===== config.mk =====
export PLATFORM = sky130hd
export DESIGN_NAME = fetch_stage
export DESIGN_NICKNAME = d
export VERILOG_FILES = /design/src/rtl/fetch_stage.sv
export SDC_FILE = /design/constraint.sdc
export NUM_CORES = 1
export LEC_CHECK = 0
export CAP_MARGIN = 15
export CORE_UTILIZATION = 50
export CTS_CLUSTER_DIAMETER = 50
export DETAILED_ROUTE_END_ITERATION = 6
export GPL_TIMING_DRIVEN = 0
export PLACE_DENSITY = 0.7
export SKIP_CTS_REPAIR_TIMING = 1
export SYNTH_ARGS = -nofsm -noshare
export SYNTH_HDL_FRONTEND = slang
export SYNTH_SLANG_ARGS = --single-unit

===== constraint.sdc =====
create_clock -name CLK -period 4.8 [get_ports CLK]
set_input_delay 0.72 -clock CLK [delete_from_list [all_inputs] [get_ports CLK]]
set_output_delay 0.72 -clock CLK [all_outputs]
set_load 0.05 [all_outputs]

===== src/rtl/fetch_stage.sv =====
// rtl/fetch_stage.sv - fetch PC register, synchronous imem address and a 16-entry BTB with 2-bit counters.
// Drives the C side of the C->D register; stall and fail_predict are the controls that register also sees.
module fetch_stage #(
  parameter logic [12:0] RESET_PC  = 13'd0,
  parameter int          BTB_IDX_W = 4
) (
  input  logic        CLK,
  input  logic        RST,
  input  logic        stall,
  input  logic        fail_predict,
  input  logic [12:0] redirect_pc,
  output logic [10:0] imem_addr,
  input  logic [31:0] imem_rdata,
  output logic [12:0] pcC,
  output logic [31:0] instC,
  output logic        predC,
  input  logic        upd_en,
  input  logic [12:0] upd_pc,
  input  logic        upd_taken,
  input  logic [12:0] upd_target
);
  localparam int ENTRIES = 1 << BTB_IDX_W;
  localparam int TAG_W   = 11 - BTB_IDX_W;

  logic [12:0]        pc_q, pc_d;
  logic               valid_q, valid_d;
  logic               pred_q, pred_d;

  logic [ENTRIES-1:0] btb_valid_q, btb_valid_d;
  logic [TAG_W-1:0]   btb_tag_q    [ENTRIES];
  logic [TAG_W-1:0]   btb_tag_d    [ENTRIES];
  logic [12:0]        btb_target_q [ENTRIES];
  logic [12:0]        btb_target_d [ENTRIES];
  logic [1:0]         btb_cnt_q    [ENTRIES];
  logic [1:0]         btb_cnt_d    [ENTRIES];

  logic [BTB_IDX_W-1:0] lk_idx, up_idx;
  logic [TAG_W-1:0]     lk_tag, up_tag;
  logic                 lk_hit, lk_taken, up_hit;
  logic [12:0]          pred_pc;
  logic                 unused_upd_lsb;

  assign unused_upd_lsb = ^upd_pc[1:0];

  // A freshly reset stage has not presented pcC yet, so it re-issues it instead of advancing.
  always_comb begin
    lk_idx   = pc_q[BTB_IDX_W+1:2];
    lk_tag   = pc_q[12:BTB_IDX_W+2];
    lk_hit   = btb_valid_q[lk_idx] && (btb_tag_q[lk_idx] == lk_tag);
    lk_taken = lk_hit && btb_cnt_q[lk_idx][1];
    pred_pc  = lk_taken ? btb_target_q[lk_idx] : pc_q + 13'd4;
    valid_d  = !RST;
    if (RST) begin
      pc_d   = RESET_PC;
      pred_d = 1'b0;
    end else if (fail_predict) begin
      pc_d   = redirect_pc;
      pred_d = 1'b0;
    end else if (stall || !valid_q) begin
      pc_d   = pc_q;
      pred_d = pred_q;
    end else begin
      pc_d   = pred_pc;
      pred_d = lk_taken;
    end
  end

  always_comb begin
    up_idx       = upd_pc[BTB_IDX_W+1:2];
    up_tag       = upd_pc[12:BTB_IDX_W+2];
    up_hit       = btb_valid_q[up_idx] && (btb_tag_q[up_idx] == up_tag);
    btb_valid_d  = btb_valid_q;
    btb_tag_d    = btb_tag_q;
    btb_target_d = btb_target_q;
    btb_cnt_d    = btb_cnt_q;
    if (upd_en && !RST) begin
      if (up_hit) begin
        if (upd_taken) begin
          if (btb_cnt_q[up_idx] != 2'd3) btb_cnt_d[up_idx] = btb_cnt_q[up_idx] + 2'd1;
          btb_target_d[up_idx] = upd_target;
        end else if (btb_cnt_q[up_idx] != 2'd0) begin
          btb_cnt_d[up_idx] = btb_cnt_q[up_idx] - 2'd1;
        end
      end else if (upd_taken) begin
        btb_valid_d[up_idx]  = 1'b1;
        btb_tag_d[up_idx]    = up_tag;
        btb_target_d[up_idx] = upd_target;
        btb_cnt_d[up_idx]    = 2'd2;
      end
    end
  end

  always_ff @(posedge CLK) begin
    if (RST) begin
      pc_q        <= RESET_PC;
      valid_q     <= 1'b0;
      pred_q      <= 1'b0;
      btb_valid_q <= '0;
    end else begin
      pc_q        <= pc_d;
      valid_q     <= valid_d;
      pred_q      <= pred_d;
      btb_valid_q <= btb_valid_d;
    end
    btb_tag_q    <= btb_tag_d;
    btb_target_q <= btb_target_d;
    btb_cnt_q    <= btb_cnt_d;
  end

  // Address follows next_pc even while stalled so the held word is re-read.
  assign imem_addr = pc_d[12:2];
  assign pcC       = pc_q;
  assign predC     = pred_q;
  assign instC     = valid_q ? imem_rdata : 32'd0;
endmodule

Yosys cells after proc, flatten, opt, wreduce, memory -nomap -nowiden
Cells that the tools add are included.

Flip-flop bits (word level): 383. Input bits: 77. Logic and storage cells: 131.

Add/sub/neg operators: 3. Order comparisons: 6. Equality and inequality tests: 5. Mux-type cells: 41. Bitwise logic cells: 7. Reduce and logical (&&, ||, !) cells: 16.

Operators by type and width (number): bitwise mux 208 bit (1); two-way mux 32 bit (6); bitwise mux 112 bit (1); two-way mux 13 bit (7); bitwise mux 32 bit (2); binary-select mux 7 bit (select 4 bit) (2); binary-select mux 13 bit (select 4 bit) (1); demux 13 bit (select 4 bit) (1); two-way mux 7 bit (5); OR 16 bit (2); demux 7 bit (select 4 bit) (1); AND 16 bit (1); binary-select mux 2 bit (select 4 bit) (2); inverter 16 bit (1); == test 7 bit (2); adder 13 x 3 -> 13 bit (second input constant) (1); >= comparator 5 bit (second input constant) (2); < comparator 4 x 5 -> 1 bit (second input constant) (2); two-way mux 2 bit (5); inverter 4 -> 5 bit (2); binary-select mux 1 bit (select 4 bit) (2); demux 2 bit (select 4 bit) (1); logical AND 1 bit (6); nonzero test 2 bit (3); 15 further kinds (19).

Depth between registers and ports, before layout
Word-level depth: 11. Mapped depth: 13. Depth with buffers taken out: 9.

Least setup slack after synthesis
Ideal clock, no wire load.

Path kind: reg2out. Start point: register pc_q[4] (netlist: pcC[4]). End point: output imem_addr[0]. Arrival: 5097 ps. Slack: -1017 ps. Cell stages (with the launch flop): 11. Path buffers: 2. Cells stage by stage: dfxtp_1 -> buf_2 -> clkbuf_1 -> mux4_2 -> mux2i_1 -> nor2_1 -> o41ai_2 -> nand4_1 -> nor3_2 -> mux2i_1 -> a2111oi_0.

Cells in the longest elaborated chain, start to end: 11. Elaborated cells between the ends (all ways): 19. Those cells by class: eq/ne (1); mux (15); bitwise (1); reduce/logical (2).

Ends and longest elaborated chain: start, declared (RTL line 25) `logic [12:0] pc_q, pc_d;`; start signal, assigned (RTL line 100) `pc_q <= pc_d;`; inverter 4 -> 5 bit (not written as such) (RTL line 49, 50, 51); binary-select mux 7 bit (select 4 bit) (RTL line 49) `lk_hit = btb_valid_q[lk_idx] && (btb_tag_q[lk_idx] == lk_tag);`; two-way mux 7 bit (not written as such) (2 in a row) (RTL line 49); == test 7 bit (RTL line 49); logical AND 1 bit (RTL line 49); logical AND 1 bit (RTL line 50) `lk_taken = lk_hit && btb_cnt_q[lk_idx][1];`; two-way mux 13 bit (*) (RTL line 51) `pred_pc = lk_taken ? btb_target_q[lk_idx] : pc_q + 13'd4;`; two-way mux 13 bit (*) (RTL line 59) `end else if (stall || !valid_q) begin`; two-way mux 13 bit (*) (RTL line 56) `end else if (fail_predict) begin`; two-way mux 13 bit (*) (RTL line 53) `if (RST) begin`; end, declared (RTL line 12) `output logic [10:0] imem_addr,`.

Every way passes the cells marked *; elsewhere a longest branch is shown, timed or not. The select of a mux whose other input is x is not followed.

Final worst setup path
Start point: register pc_q[3] (netlist: pcC[3]). End point: output imem_addr[1].

Cells in the longest elaborated chain, start to end: 11. Elaborated cells between the ends (all ways): 20. Those cells by class: add/sub (1); eq/ne (1); mux (15); bitwise (1); reduce/logical (2).

Ends and longest elaborated chain (RTL line): inverter 4 -> 5 bit (not written as such) (49, 50, 51); binary-select mux 7 bit (select 4 bit) (49); two-way mux 7 bit (not written as such) (2 in a row) (49); == test 7 bit (49); logical AND 1 bit (49); logical AND 1 bit (50); two-way mux 13 bit (51); two-way mux 13 bit (*) (59); two-way mux 13 bit (*) (56); two-way mux 13 bit (*) (53).

Marked as above.

==> results.sh <==
export IMPL_fp_dieArea_mm2=0.0358
export IMPL_clkSlewWorstSetupHoldPaths_ps=60
export IMPL_slew_violations=0
export IMPL_fill_cells=2516
export IMPL_largest_net_degree_at_the_start_of_global_routing=20
export IMPL_synth_fp_nets=1133
export IMPL_post_dp_cell_area_mm2=0.0197
export IMPL_commonest_cells_after_routing_fill_and_taps_aside="352 x sky130_fd_sc_hd__edfxtp_1, 137 x sky130_fd_sc_hd__mux4_2, 116 x sky130_fd_sc_hd__clkdlybuf4s50_1"
export IMPL_grt_first_pass_wirelength_um=72000
export IMPL_cts_sinks=383
export IMPL_clock_latency_ps=560
export IMPL_cts_max_path_buffers=3
export IMPL_area_growth_synth_to_final_pct=20.7
export IMPL_period_minus_ws_final_ps=4680
export IMPL_static_leakage_power_uw=0.00670
export IMPL_crit_path_start_kind="register"
export IMPL_first_global_vias=11110
export IMPL_initial_core_util=0.508
export IMPL_grt_antenna_before_repair=0
export IMPL_utilization=0.613
export IMPL_route_vias_total=11214
export IMPL_top_level_ports=134
export IMPL_report_final_setup_viol=0
export IMPL_wl_per_cell_um=28.4
export IMPL_hold_path_depth=1
export IMPL_drt_wl_total_um=49100
export IMPL_tritoncts="built"
export IMPL_worst_setup_path_type="reg -> out"
export IMPL_cts_buffers=43
export IMPL_post_route_cell_area_mm2=0.0212
export IMPL_critPathRequiredTime_ps=4080
export IMPL_drt_pre_antenna_iters=5
export IMPL_worstMarginPinSlew_ps=930
export IMPL_placement_io_buffers=127
export IMPL_status="finished clean"
export IMPL_end_kind="output pin"
export IMPL_synth_flop_cell="sky130_fd_sc_hd__edfxtp_1"
export IMPL_synth_area_top_cells="sky130_fd_sc_hd__edfxtp_1 60%, sky130_fd_sc_hd__mux4_2 18%, sky130_fd_sc_hd__dfxtp_1 3.5%, sky130_fd_sc_hd__mux2i_1 1.5%, sky130_fd_sc_hd__nand3_1 1.3%"
export IMPL_rows=68
export IMPL_finalHoldViolCount=0
export IMPL_rsz0062_at_grt="no"
export IMPL_design_final_nets=1324
export IMPL_timing_critical_path_fanout_max=10
export IMPL_yosysUniqueCellTypes=60
export IMPL_max_freq_ghz=0.214
export IMPL_grt_use_total=0.278
export IMPL_die_w_um=189
export IMPL_yosys_warnings=0
export IMPL_chip_height_um=189
export IMPL_yosysSeqAreaShare=0.638
export IMPL_type_of_the_most_critical_hold_path="reg -> reg"
export IMPL_ant_nets=0
export IMPL_max_cap_viol_count=0
export IMPL_post_route_cells_drive_above_1_share=0.253
export IMPL_synthesis_instances=1053
export IMPL_final_antenna_diode_count=0
export IMPL_core_area_mm2=0.0345
export IMPL_final_min_period_over_clock_period=0.974
export IMPL_netlist_area_pre_place_mm2=0.0175
export IMPL_drcViolationCount=0
export IMPL_hold_ws_ps=485
export IMPL_gr_total_overflow=0
export IMPL_synth_edf_count=352
export IMPL_r2r_cells=8
export IMPL_vdd_drop_max_uv=305
export IMPL_timing_critical_path_arrival_ps=3960
export IMPL_postSynth_asyncResetShare=0
export IMPL_ys_ff_latch=383
export IMPL_synthesis_area_per_instance_um2=16.7
export IMPL_leading_cell_type_in_the_layout_fill_and_taps_excluded="sky130_fd_sc_hd__edfxtp_1"
export IMPL_h_tree_levels=2
export IMPL_synth_largest_area_cell="sky130_fd_sc_hd__edfxtp_1"
export IMPL_p_per_area_mw_per_mm2=370
export IMPL_clk_root_buffer_cell="sky130_fd_sc_hd__clkbuf_16"
export IMPL_dp_hpwl_um=33900
export IMPL_viasPerCell=6.48
export IMPL_relSlewSlack=0.378
export IMPL_final_replace_weighted_congestion=0.923
export IMPL_final_setup_skew_ps=35.7
export IMPL_drt_first_iter_violations=1306
export IMPL_synthDominantCellAreaShare=0.603
## registers in the layout, summed over array words and instances, names as in the netlist
register      cells
btb_target_q    208
btb_tag_q       112
btb_cnt_q        32
btb_valid_q      16
pcC              13
predC             1
valid_q           1
## critical path: stages (launching register included)
cell and delay [ps]:
sky130_fd_sc_hd__dfxtp_2 380, sky130_fd_sc_hd__buf_6 190, sky130_fd_sc_hd__buf_12 170, sky130_fd_sc_hd__mux4_2 530, sky130_fd_sc_hd__mux2i_4 230, sky130_fd_sc_hd__xnor2_1 110, sky130_fd_sc_hd__o41ai_2 380, sky130_fd_sc_hd__and4_1 290
sky130_fd_sc_hd__nand4b_4 210, sky130_fd_sc_hd__mux2i_1 190, sky130_fd_sc_hd__a211oi_1 350, sky130_fd_sc_hd__clkbuf_4 330
## kinds of logic after synthesis
kind of cell / synth area share
compound gates: 0.0644
flops: 0.638
simple gates: 0.0672
fa+ha+maj: 0.00214
mux: 0.197
buf+inv: 0.0250
xor+xnor: 0.00599
## cell type report
type | count | area [um2] | share of cell area
sequential | 383 | 11200 | 0.529
multi-input combinational | 581 | 6030 | 0.285
timing repair buffer | 146 | 1510 | 0.0713
clock buffer | 51 | 1110 | 0.0522
tap | 455 | 569 | 0.0269
buffer | 77 | 455 | 0.0215
clock inverter | 25 | 268 | 0.0126
inverter | 12 | 45.0 | 0.00213
## Yosys cell counts, types with 3 or more instances
| master | instances |
|---|---|
| sky130_fd_sc_hd__o31ai_1 | 16 |
| sky130_fd_sc_hd__or2_2 | 3 |
| sky130_fd_sc_hd__o21ai_0 | 29 |
| sky130_fd_sc_hd__nand3_1 | 45 |
| sky130_fd_sc_hd__o21ai_1 | 13 |
| sky130_fd_sc_hd__dfxtp_1 | 31 |
| sky130_fd_sc_hd__o211ai_1 | 8 |
| sky130_fd_sc_hd__mux2_2 | 7 |
| sky130_fd_sc_hd__buf_2 | 17 |
| sky130_fd_sc_hd__edfxtp_1 | 352 |
| sky130_fd_sc_hd__buf_6 | 5 |
| sky130_fd_sc_hd__nand2_1 | 39 |
| sky130_fd_sc_hd__nand2b_1 | 11 |
| sky130_fd_sc_hd__a221oi_1 | 9 |
| sky130_fd_sc_hd__o41ai_1 | 3 |
| sky130_fd_sc_hd__mux4_2 | 137 |
| sky130_fd_sc_hd__nor2_1 | 56 |
| sky130_fd_sc_hd__o22ai_1 | 15 |
| sky130_fd_sc_hd__a31oi_1 | 8 |
| sky130_fd_sc_hd__xnor2_1 | 11 |
| sky130_fd_sc_hd__ha_1 | 3 |
| sky130_fd_sc_hd__nor4_1 | 3 |
| sky130_fd_sc_hd__or3_1 | 5 |
| sky130_fd_sc_hd__mux2i_1 | 27 |
| sky130_fd_sc_hd__o2111ai_1 | 4 |
| sky130_fd_sc_hd__clkbuf_1 | 35 |
| sky130_fd_sc_hd__o2bb2ai_1 | 19 |
| sky130_fd_sc_hd__and3_1 | 3 |
| sky130_fd_sc_hd__nand4_1 | 7 |
| sky130_fd_sc_hd__inv_1 | 10 |
| sky130_fd_sc_hd__nor2b_1 | 10 |
| sky130_fd_sc_hd__buf_1 | 11 |
| sky130_fd_sc_hd__buf_4 | 8 |
| sky130_fd_sc_hd__and2_1 | 33 |
| sky130_fd_sc_hd__nor3_1 | 6 |
| sky130_fd_sc_hd__a2111oi_0 | 3 |
| sky130_fd_sc_hd__a211oi_1 | 3 |
| sky130_fd_sc_hd__a21oi_1 | 18 |
## power breakdown
group	internal [uW]	switching (uW)	leakage, uW
Combinational	368	528	0.00260
Clock	1880	1360	0.000675
Sequential	3680	28.0	0.00343
Total	5930	1910	0.00670
## path summary, 6_finish.rpt
kind                                      from             end  slack [ps]
worst min-delay path            btb_valid_q[7]  btb_valid_q[7]         480
worst min register to register  btb_valid_q[7]  btb_valid_q[7]         480
worst max-delay path                    pcC[3]    imem_addr[1]         120
worst max register to register   btb_tag_q[59]    btb_cnt_q[6]        1190
## metal layers
layer / part of all wire / GRT usage / wire length [um] / vias up
li1: - / - / - / 4714
met1: 0.39 / 0.382 / 19300 / 5697
met2: 0.48 / 0.447 / 23700 / 704
met3: 0.097 / 0.0573 / 4760 / 99
met4: 0.028 / 0.0881 / 1390 / 0
met5: 0 / 0 / 0 / -
## per-stage QoR
stage	total power [uW]	setup WS (ps)	setup TNS (ps)	cells
6_report	7840	123	0	1730
5_1_grt	8040	2.58	0	1730
4_1_cts	7850	-1330	-13040	1727
3_5_place_dp	4650	-709	-21050	1651
3_3_place_gp	4630	-714	-34810	1635
2_1_floorplan	4310	-10.8	-32.3	1053
Note: power is estimated with default switching activity, not from simulation.
